==> src/rtl/ddr_sdram_ex_pkg.sv <==
// Shared types and constants for the DDR SDRAM example driver read-data checker.
package ddr_sdram_ex_pkg;

    localparam int unsigned ERR_CNT_W = 16;
    localparam int unsigned LFSR_W    = 8;
    // Galois feedback for x^8+x^4+x^3+x^2+1
    localparam logic [LFSR_W-1:0] LFSR_TAPS = 8'h1D;

    typedef enum logic [1:0] {
        ST_IDLE   = 2'd0,
        ST_ARM    = 2'd1,
        ST_CHECK  = 2'd2,
        ST_FINISH = 2'd3
    } chk_state_e;

    function automatic logic [LFSR_W-1:0] lfsr8_step(input logic [LFSR_W-1:0] q);
        return {q[LFSR_W-2:0], 1'b0} ^ (q[LFSR_W-1] ? LFSR_TAPS : LFSR_W'(0));
    endfunction

endpackage

==> src/rtl/ddr_sdram_ex_lfsr8.sv <==
// 8-bit pattern LFSR: reloads its seed when disabled or loaded, holds while paused.
module ddr_sdram_ex_lfsr8
    import ddr_sdram_ex_pkg::*;
#(
    parameter logic [LFSR_W-1:0] SEED = 8'h20
) (
    input  logic              clk,
    input  logic              reset_n,
    input  logic              enable,
    input  logic              load,
    input  logic              pause,
    output logic [LFSR_W-1:0] q
);

    always_ff @(posedge clk or negedge reset_n) begin
        if (!reset_n) begin
            q <= SEED;
        end else if (!enable || load) begin
            q <= SEED;
        end else if (!pause) begin
            q <= lfsr8_step(q);
        end
    end

endmodule

==> config.mk <==
export PLATFORM = sky130hd
export DESIGN_NAME = ddr_sdram_ex_lfsr8
export DESIGN_NICKNAME = d
export VERILOG_FILES = /design/src/rtl/ddr_sdram_ex_pkg.sv /design/src/rtl/ddr_sdram_ex_lfsr8.sv
export SDC_FILE = /design/constraint.sdc
export NUM_CORES = 1
export LEC_CHECK = 0
export CAP_MARGIN = 20
export CORE_AREA = 2 2 39 41
export DETAILED_ROUTE_END_ITERATION = 16
export DIE_AREA = 0 0 41 43
export HOLD_SLACK_MARGIN = 0.15
export PLACE_DENSITY_LB_ADDON = 0.2
export SETUP_SLACK_MARGIN = 0.3
export SYNTH_ARGS = -nofsm -noshare
export SYNTH_HDL_FRONTEND = slang
export SYNTH_SLANG_ARGS = --single-unit
==> constraint.sdc <==
create_clock -name clk -period 2.2 [get_ports clk]
set_input_delay 0.33 -clock clk [delete_from_list [all_inputs] [get_ports clk]]
set_output_delay 0.33 -clock clk [all_outputs]
set_load 0.01 [all_outputs]
==> summary.txt, run 1 <==
Timing
  – Final setup TNS: 0 ns
  – Clk_skew: 0.00854 ns
  – RSZ-0062 raised after global routing: no
  – Worst Slack Setup Final: 0.554 ns
  – Tcrit/Tclk final: 74.8%
  – Fmax: 608 MHz
  – Min Clock Period, post-route: 1.65 ns
  – Final hold violations: 0
  – Slew HR: 68.3%
  – Worst-Margin Slew: 0.474 ns
  – Max-slew violation count: 0
  – # setup viols final: 0

Critical path
  – CP Class: reg2out
  – Setup crit start kind: flop
  – Top cell family by delay on the critical path: flip-flops
  – Slowest CP cell: dfstp_2
  – Crit path required time: 1.87 ns
  – FF-to-FF path depth: 2
  – Crit-path max cell delay: 0.54 ns
  – Crit path buf inv count: 1
  – R2r setup slk: 1.23 ns
  – FF-to-FF Start: q[7]$_DFFE_PN0P_
  – Critical path capture point type: output port
  – Reg-to-Reg End: q[3]$_DFFE_PN0P_
  – Critical-path maximum fanout: 3
  – Worst EP arrival: 1.32 ns
  – CP Cell Sequence: clkdlybuf4s50_1

Synth
  – Post-synth EDFFs: 0
  – Mapped Area: 365 um2
  – Mux cell area share after synthesis: 13.7%
  – Post-synthesis instance total: 30
  – Synth cell count leaders: 7 x dfrtp_1, 5 x mux2i_1, 4 x nand2b_1, 4 x nor2_1
  – Async set-reset flop share out of synthesis: 100%
  – Post-Synth XOR/XNOR Area: 7.19%
  – Compound-Gate Fraction of Synth Area: 8.22%
  – Yosys Warn Count: 0
  – Area share of the largest cell type after synthesis: 47.9%
  – Synth Area in Adders: 0%
  – Top-count cell post-synth: dfrtp_1
  – Sequential share of the synthesized area: 55.1%
  – Area leader, netlist: dfrtp_1
  – Main combinational cell family by area after synthesis: multiplexers
  – Main synth FF type: dfrtp_1
  – Cell variety after synth: 10
  – Mean post-synth cell area: 12.2 um2
  – Top cells by area, synth: dfrtp_1 48%, mux2i_1 14%, o211a_1 8.2%
  – Synthesized-area fraction occupied by and/or/nand/nor cells: 13.7%
  – Syn nets: 35
  – Seq cells post-synth: 8

Detailed routing
  – Via count: 262
  – Routed wire length: 645 um
  – DR vias/cell: 4.30
  – Routed Antenna Nets: 0
  – Post-route DRC: 0
  – Wire per inst: 10.6 um
  – First-pass DRT Iterations: 2
  – First DRT Iteration DRCs: 4

Global route
  – GRT overflow: 0
  – GRT Util Overall: 10.8%
  – First-pass GRT wire length: 1210 um
  – Largest net degree at the start of global routing: 12
  – Initial antenna violation count: 0
  – Vias in the first global route: 282

Floorplanning
  – Starting Density: 26.4%
  – I/O pins: 13
  – Site Rows: 14
  – Die Y: 43 um
  – Core region area: 1380 um2
  – Total Die Area: 1760 um2
  – Die width: 41 um

CTS
  – Clock sink count: 8
  – Post_cts resized: 0
  – Post-CTS Hold Buffers: 0
  – Clock Tree Root: clkbuf_4
  – H-tree levels: 1
  – CTS Buf Count: 3
  – Clk slew on worst S/H paths: 0.06 ns
  – Clock Latency Late Sink: 0.25 ns
  – TritonCTS clock tree: done
  – Post-CTS setup buffer count: 0
  – Clk buf depth: 2

Placed design
  – DPL Wire Length: 490 um
  – IO buf count: 12
  – Placer Congestion: 0.664
  – DP Area: 498 um2
  – Setup Slack @ Placement: 0.667 ns

Cells and area
  – Share of cells above drive strength 1: 8.89%
  – # nets final: 51
  – Largest Register: q
  – Post-Layout Inst Area: 524 um2
  – Fin util: 37.9%
  – Area delta synth->final: 43.5%
  – Biggest regs: q x8
  – Max reg flops: 8
  – N_diodes: 0
  – Fillers: 131

Flow run
  – Max-Cap Viols: 0

Power and ir drop
  – Tot Pwr: 0.000309 W
  – PwrDens: 589 nW/um2
  – Static leakage: 0.281 nW
  – Maximum VDD drop: 0.336 mV

Min path
  – Worst Hold Class: in2async

Outcome
  – Status: complete, no violations
[cell type report]
type | count | area (um2) | area share [%]
flip-flops and latches | 8 | 201 | 38.4
repair buffers | 12 | 120 | 22.9
clock buffers | 4 | 26.3 | 5.01
multi-input cells | 21 | 156 | 29.8
well taps | 16 | 20.0 | 3.82
[metrics by stage]
stage | hold slack [ns] | cells
final | 0.360 | 61
after global routing | 0.367 | 61
after CTS | 0.361 | 61
after detailed placement | 0.508 | 57
after global placement | 0.504 | 57
after floorplan | 0.0344 | 30
[how the worst max path moves through the flow]
stage | start | end | cells past startpoint
final | q[5]$_DFFE_PN1P_ | q[5] | 1
after global routing | q[7]$_DFFE_PN0P_ | q[7] | 1
after global placement | pause | q[6]$_DFFE_PN0P_ | 3
after detailed placement | pause | q[1]$_DFFE_PN0P_ | 3
after CTS | q[5]$_DFFE_PN1P_ | q[5] | 1
after floorplan | q[7]$_DFFE_PN0P_ | q[2]$_DFFE_PN0P_ | 2
[routing by layer]
metal | routed length [um] | share of wire, % | vias to the layer above | track usage [%]
li1 | - | - | 131 | -
met1 | 296 | 46 | 122 | 13.0
met2 | 300 | 47 | 7 | 14.4
met3 | 39 | 6.0 | 2 | 4.71
met4 | 8 | 1.2 | 0 | 8.00
met5 | 0 | 0 | - | 0
[layout by cell type (no fill, tap or decap)]
master | Yosys | final
xor2_1 | 3 | 3
nor2b_1 | 1 | 1
clkbuf_1 | 0 | 1
nand2b_1 | 4 | 4
clkdlybuf4s50_1 | 0 | 12
dfstp_2 | 1 | 1
o211a_1 | 3 | 3
dfrtp_1 | 7 | 7
nor2_1 | 4 | 4
mux2i_1 | 5 | 5
clkbuf_4 | 0 | 3
nand2_1 | 1 | 1
[cell families (layout without fill, tap and decap cells)]
group           Yosys count  after routing
simple gates             10             10
flops                     8              8
mux                       5              5
compound gates            3              3
xor+xnor                  3              3
buf+inv                   1             16
[report_power, final]
| group | internal (W) | switching, W | total (W) |
|---|---|---|---|
| combinational | 0.0000201 | 0.0000155 | 0.0000356 |
| sequential | 0.000152 | 0.00000320 | 0.000155 |
| clock | 0.0000693 | 0.0000492 | 0.000118 |
Note: power is estimated with default switching activity, not from simulation.
==> run 2: changes to the inputs <==
- clock period: 2.2 -> 1.53 ns (I/O delays scaled with it)
==> run 2 against run 1 <==
Critical path depth unchanged. Cell area down 0.72%. Register-to-register slack got worse by 0.69 ns. Power is 43% higher. Combinational power is 34% higher. Core utilization fell by 0.27 points. Sequential power is 43% higher. Non-clock buffer count is 1 higher. Hold slack lost 0.11 ns.
==> summary.txt, run 2 (synthesized netlist as in run 1, its figures left out) <==
Outcome
  – Status: complete, no violations

CTS
  – TritonCTS clock tree: done
  – CTS Buf Count: 3 (unchanged)
  – Post_cts resized: 8 (+8)
  – Clk slew on worst S/H paths: 0.06 ns (about the same)
  – Clock Tree Root: clkbuf_4
  – Post-CTS Hold Buffers: 0 (unchanged)
  – H-tree levels: 1 (unchanged)
  – Clk buf depth: 2 (unchanged)
  – Clock sink count: 8 (unchanged)
  – Clock Latency Late Sink: 0.25 ns (about the same)
  – Post-CTS setup buffer count: 0 (unchanged)

Critical path
  – Worst EP arrival: 0.95 ns (-0.37 ns)
  – Critical path capture point type: output port
  – Crit-path max cell delay: 0.40 ns (-0.14 ns)
  – CP Class: reg2out
  – Setup crit start kind: flop
  – Crit path required time: 1.30 ns (-0.57 ns)
  – CP Cell Sequence: dlygate4sd2_1
  – Critical-path maximum fanout: 3 (unchanged)
  – Slowest CP cell: dfrtp_1
  – Top cell family by delay on the critical path: flip-flops
  – Crit path buf inv count: 1 (unchanged)

Floorplanning
  – Die width: 41 um (unchanged)
  – Die Y: 43 um (unchanged)
  – Total Die Area: 1760 um2 (unchanged)
  – Starting Density: 26.4% (unchanged)
  – Site Rows: 14 (unchanged)
  – Core region area: 1380 um2 (unchanged)
  – I/O pins: 13 (unchanged)

Power and ir drop
  – Cell-internal power: 0.000343 W (+42%)
  – Sw frac: 22.4% (+0.43 points)
  – Static leakage: 0.327 nW (+16%)
  – Psw: 0.0000990 W (+46%)
  – Comb power frac: 10.8% (-0.7 points)
  – Maximum VDD drop: 0.423 mV (+26%)
  – Flop pwr share: 50.3% (+0.2 points)
  – Tot Pwr: 0.000442 W (+43%)
  – Clock power share: 38.9% (+0.6 points)
  – PwrDens: 849 nW/um2 (+44%)

Global route
  – Vias in the first global route: 290 (+2.8%)
  – GRT overflow: 0 (unchanged)
  – First-pass GRT wire length: 1190 um (-1.7%)
  – Initial antenna violation count: 0 (unchanged)
  – Largest net degree at the start of global routing: 12 (unchanged)
  – GRT Util Overall: 10.4% (-0.34 points)

Detailed routing
  – First DRT Iteration DRCs: 2 (-2)
  – Routed wire length: 691 um (+7.1%)
  – Routed Antenna Nets: 0 (unchanged)
  – Wire per inst: 11.1 um (+5.4%)
  – First-pass DRT Iterations: 2 (unchanged)
  – Via count: 258 (-1.5%)
  – DR vias/cell: 4.16 (-3.1%)
  – Post-route DRC: 0 (unchanged)

Timing
  – Tcrit/Tclk final: 76.8%
  – RSZ-0062 raised after global routing: no
  – Min Clock Period, post-route: 1.17 ns
  – # setup viols final: 0 (unchanged)
  – Max-slew violation count: 0 (unchanged)
  – Worst Slack Setup Final: 0.355 ns (-0.199 ns)
  – Worst-Margin Slew: 0.490 ns (+0.0152 ns)
  – Final setup TNS: 0 ns (unchanged)
  – Slew HR: 67.3% (-0.97 points)
  – Final hold violations: 0 (unchanged)
  – Clk_skew: 0.00758 ns (-0.000954 ns)
  – Fmax: 851 MHz

Cells and area
  – Largest Register: q
  – # nets final: 52 (+2.0%)
  – N_diodes: 0 (unchanged)
  – Biggest regs: q x8
  – Fin util: 37.6% (-0.27 points)
  – Commonest cells after routing, fill and taps aside: 7 x dlygate4sd2_1, 7 x dfrtp_1, 5 x mux2i_1
  – Share of cells above drive strength 1: 13.0% (+4.2 points)
  – Area delta synth->final: 42.5%
  – Max reg flops: 8 (unchanged)

Min path
  – Worst Hold Class: in2async

Placed design
  – Placer Congestion: 0.665 (+0.20%)
  – Setup Slack @ Placement: 0.108 ns (-0.560 ns)
  – IO buf count: 12 (unchanged)

Flow run
  – Max-Cap Viols: 0 (unchanged)
[run 2: cell type report]
cell class | instances | area (um2)
Timing Repair Buffer | 13 | 116
Tap cell | 16 | 20.0
Sequential cell | 8 | 201
Multi-Input combinational cell | 21 | 156
Fill cell | 145 | 863
Clock buffer | 4 | 26.3
[run 2: worst paths after layout]
| kind | from | endpoint | slack [ns] | cells past startpoint |
|---|---|---|---|---|
| setup / recovery | q[1]$_DFFE_PN0P_ | q[1] | 0.36 | 1 |
| hold / removal | reset_n | q[3]$_DFFE_PN0P_ | 0.25 | 1 |
| setup reg to reg | q[7]$_DFFE_PN0P_ | q[2]$_DFFE_PN0P_ | 0.54 | 3 |
| hold reg to reg | q[4]$_DFFE_PN0P_ | q[5]$_DFFE_PN1P_ | 0.52 | 2 |
| max in group asynchronous | reset_n | q[5]$_DFFE_PN1P_ | 0.97 | 1 |
| min in group clk | q[4]$_DFFE_PN0P_ | q[5]$_DFFE_PN1P_ | 0.52 | 2 |
[run 2: stage by stage]
stage / std cells / instance area, um2 / hold slack, ns
6_report: 62 / 520 / 0.250
5_1_grt: 62 / 520 / 0.277
4_1_cts: 62 / 522 / 0.256
3_5_place_dp: 58 / 505 / 0.516
3_3_place_gp: 58 / 505 / 0.502
2_1_floorplan: 30 / 365 / -0.0661
[run 2: power groups by stage]
stage	sequential (W)	combinational [W]	clock, W
floorplan	0.000229	0.0000220	0
global placement	0.000226	0.0000520	0
detailed placement	0.000226	0.0000530	0
CTS	0.000222	0.0000495	0.000183
global route	0.000223	0.0000526	0.000197
finish	0.000222	0.0000477	0.000172
[run 2: routing by layer]
metal | track usage (%) | routed length, um
met1 | 12.9 | 348
met2 | 14.4 | 303
met3 | 4.71 | 39
met4 | 6.00 | 0
met5 | 0 | 0
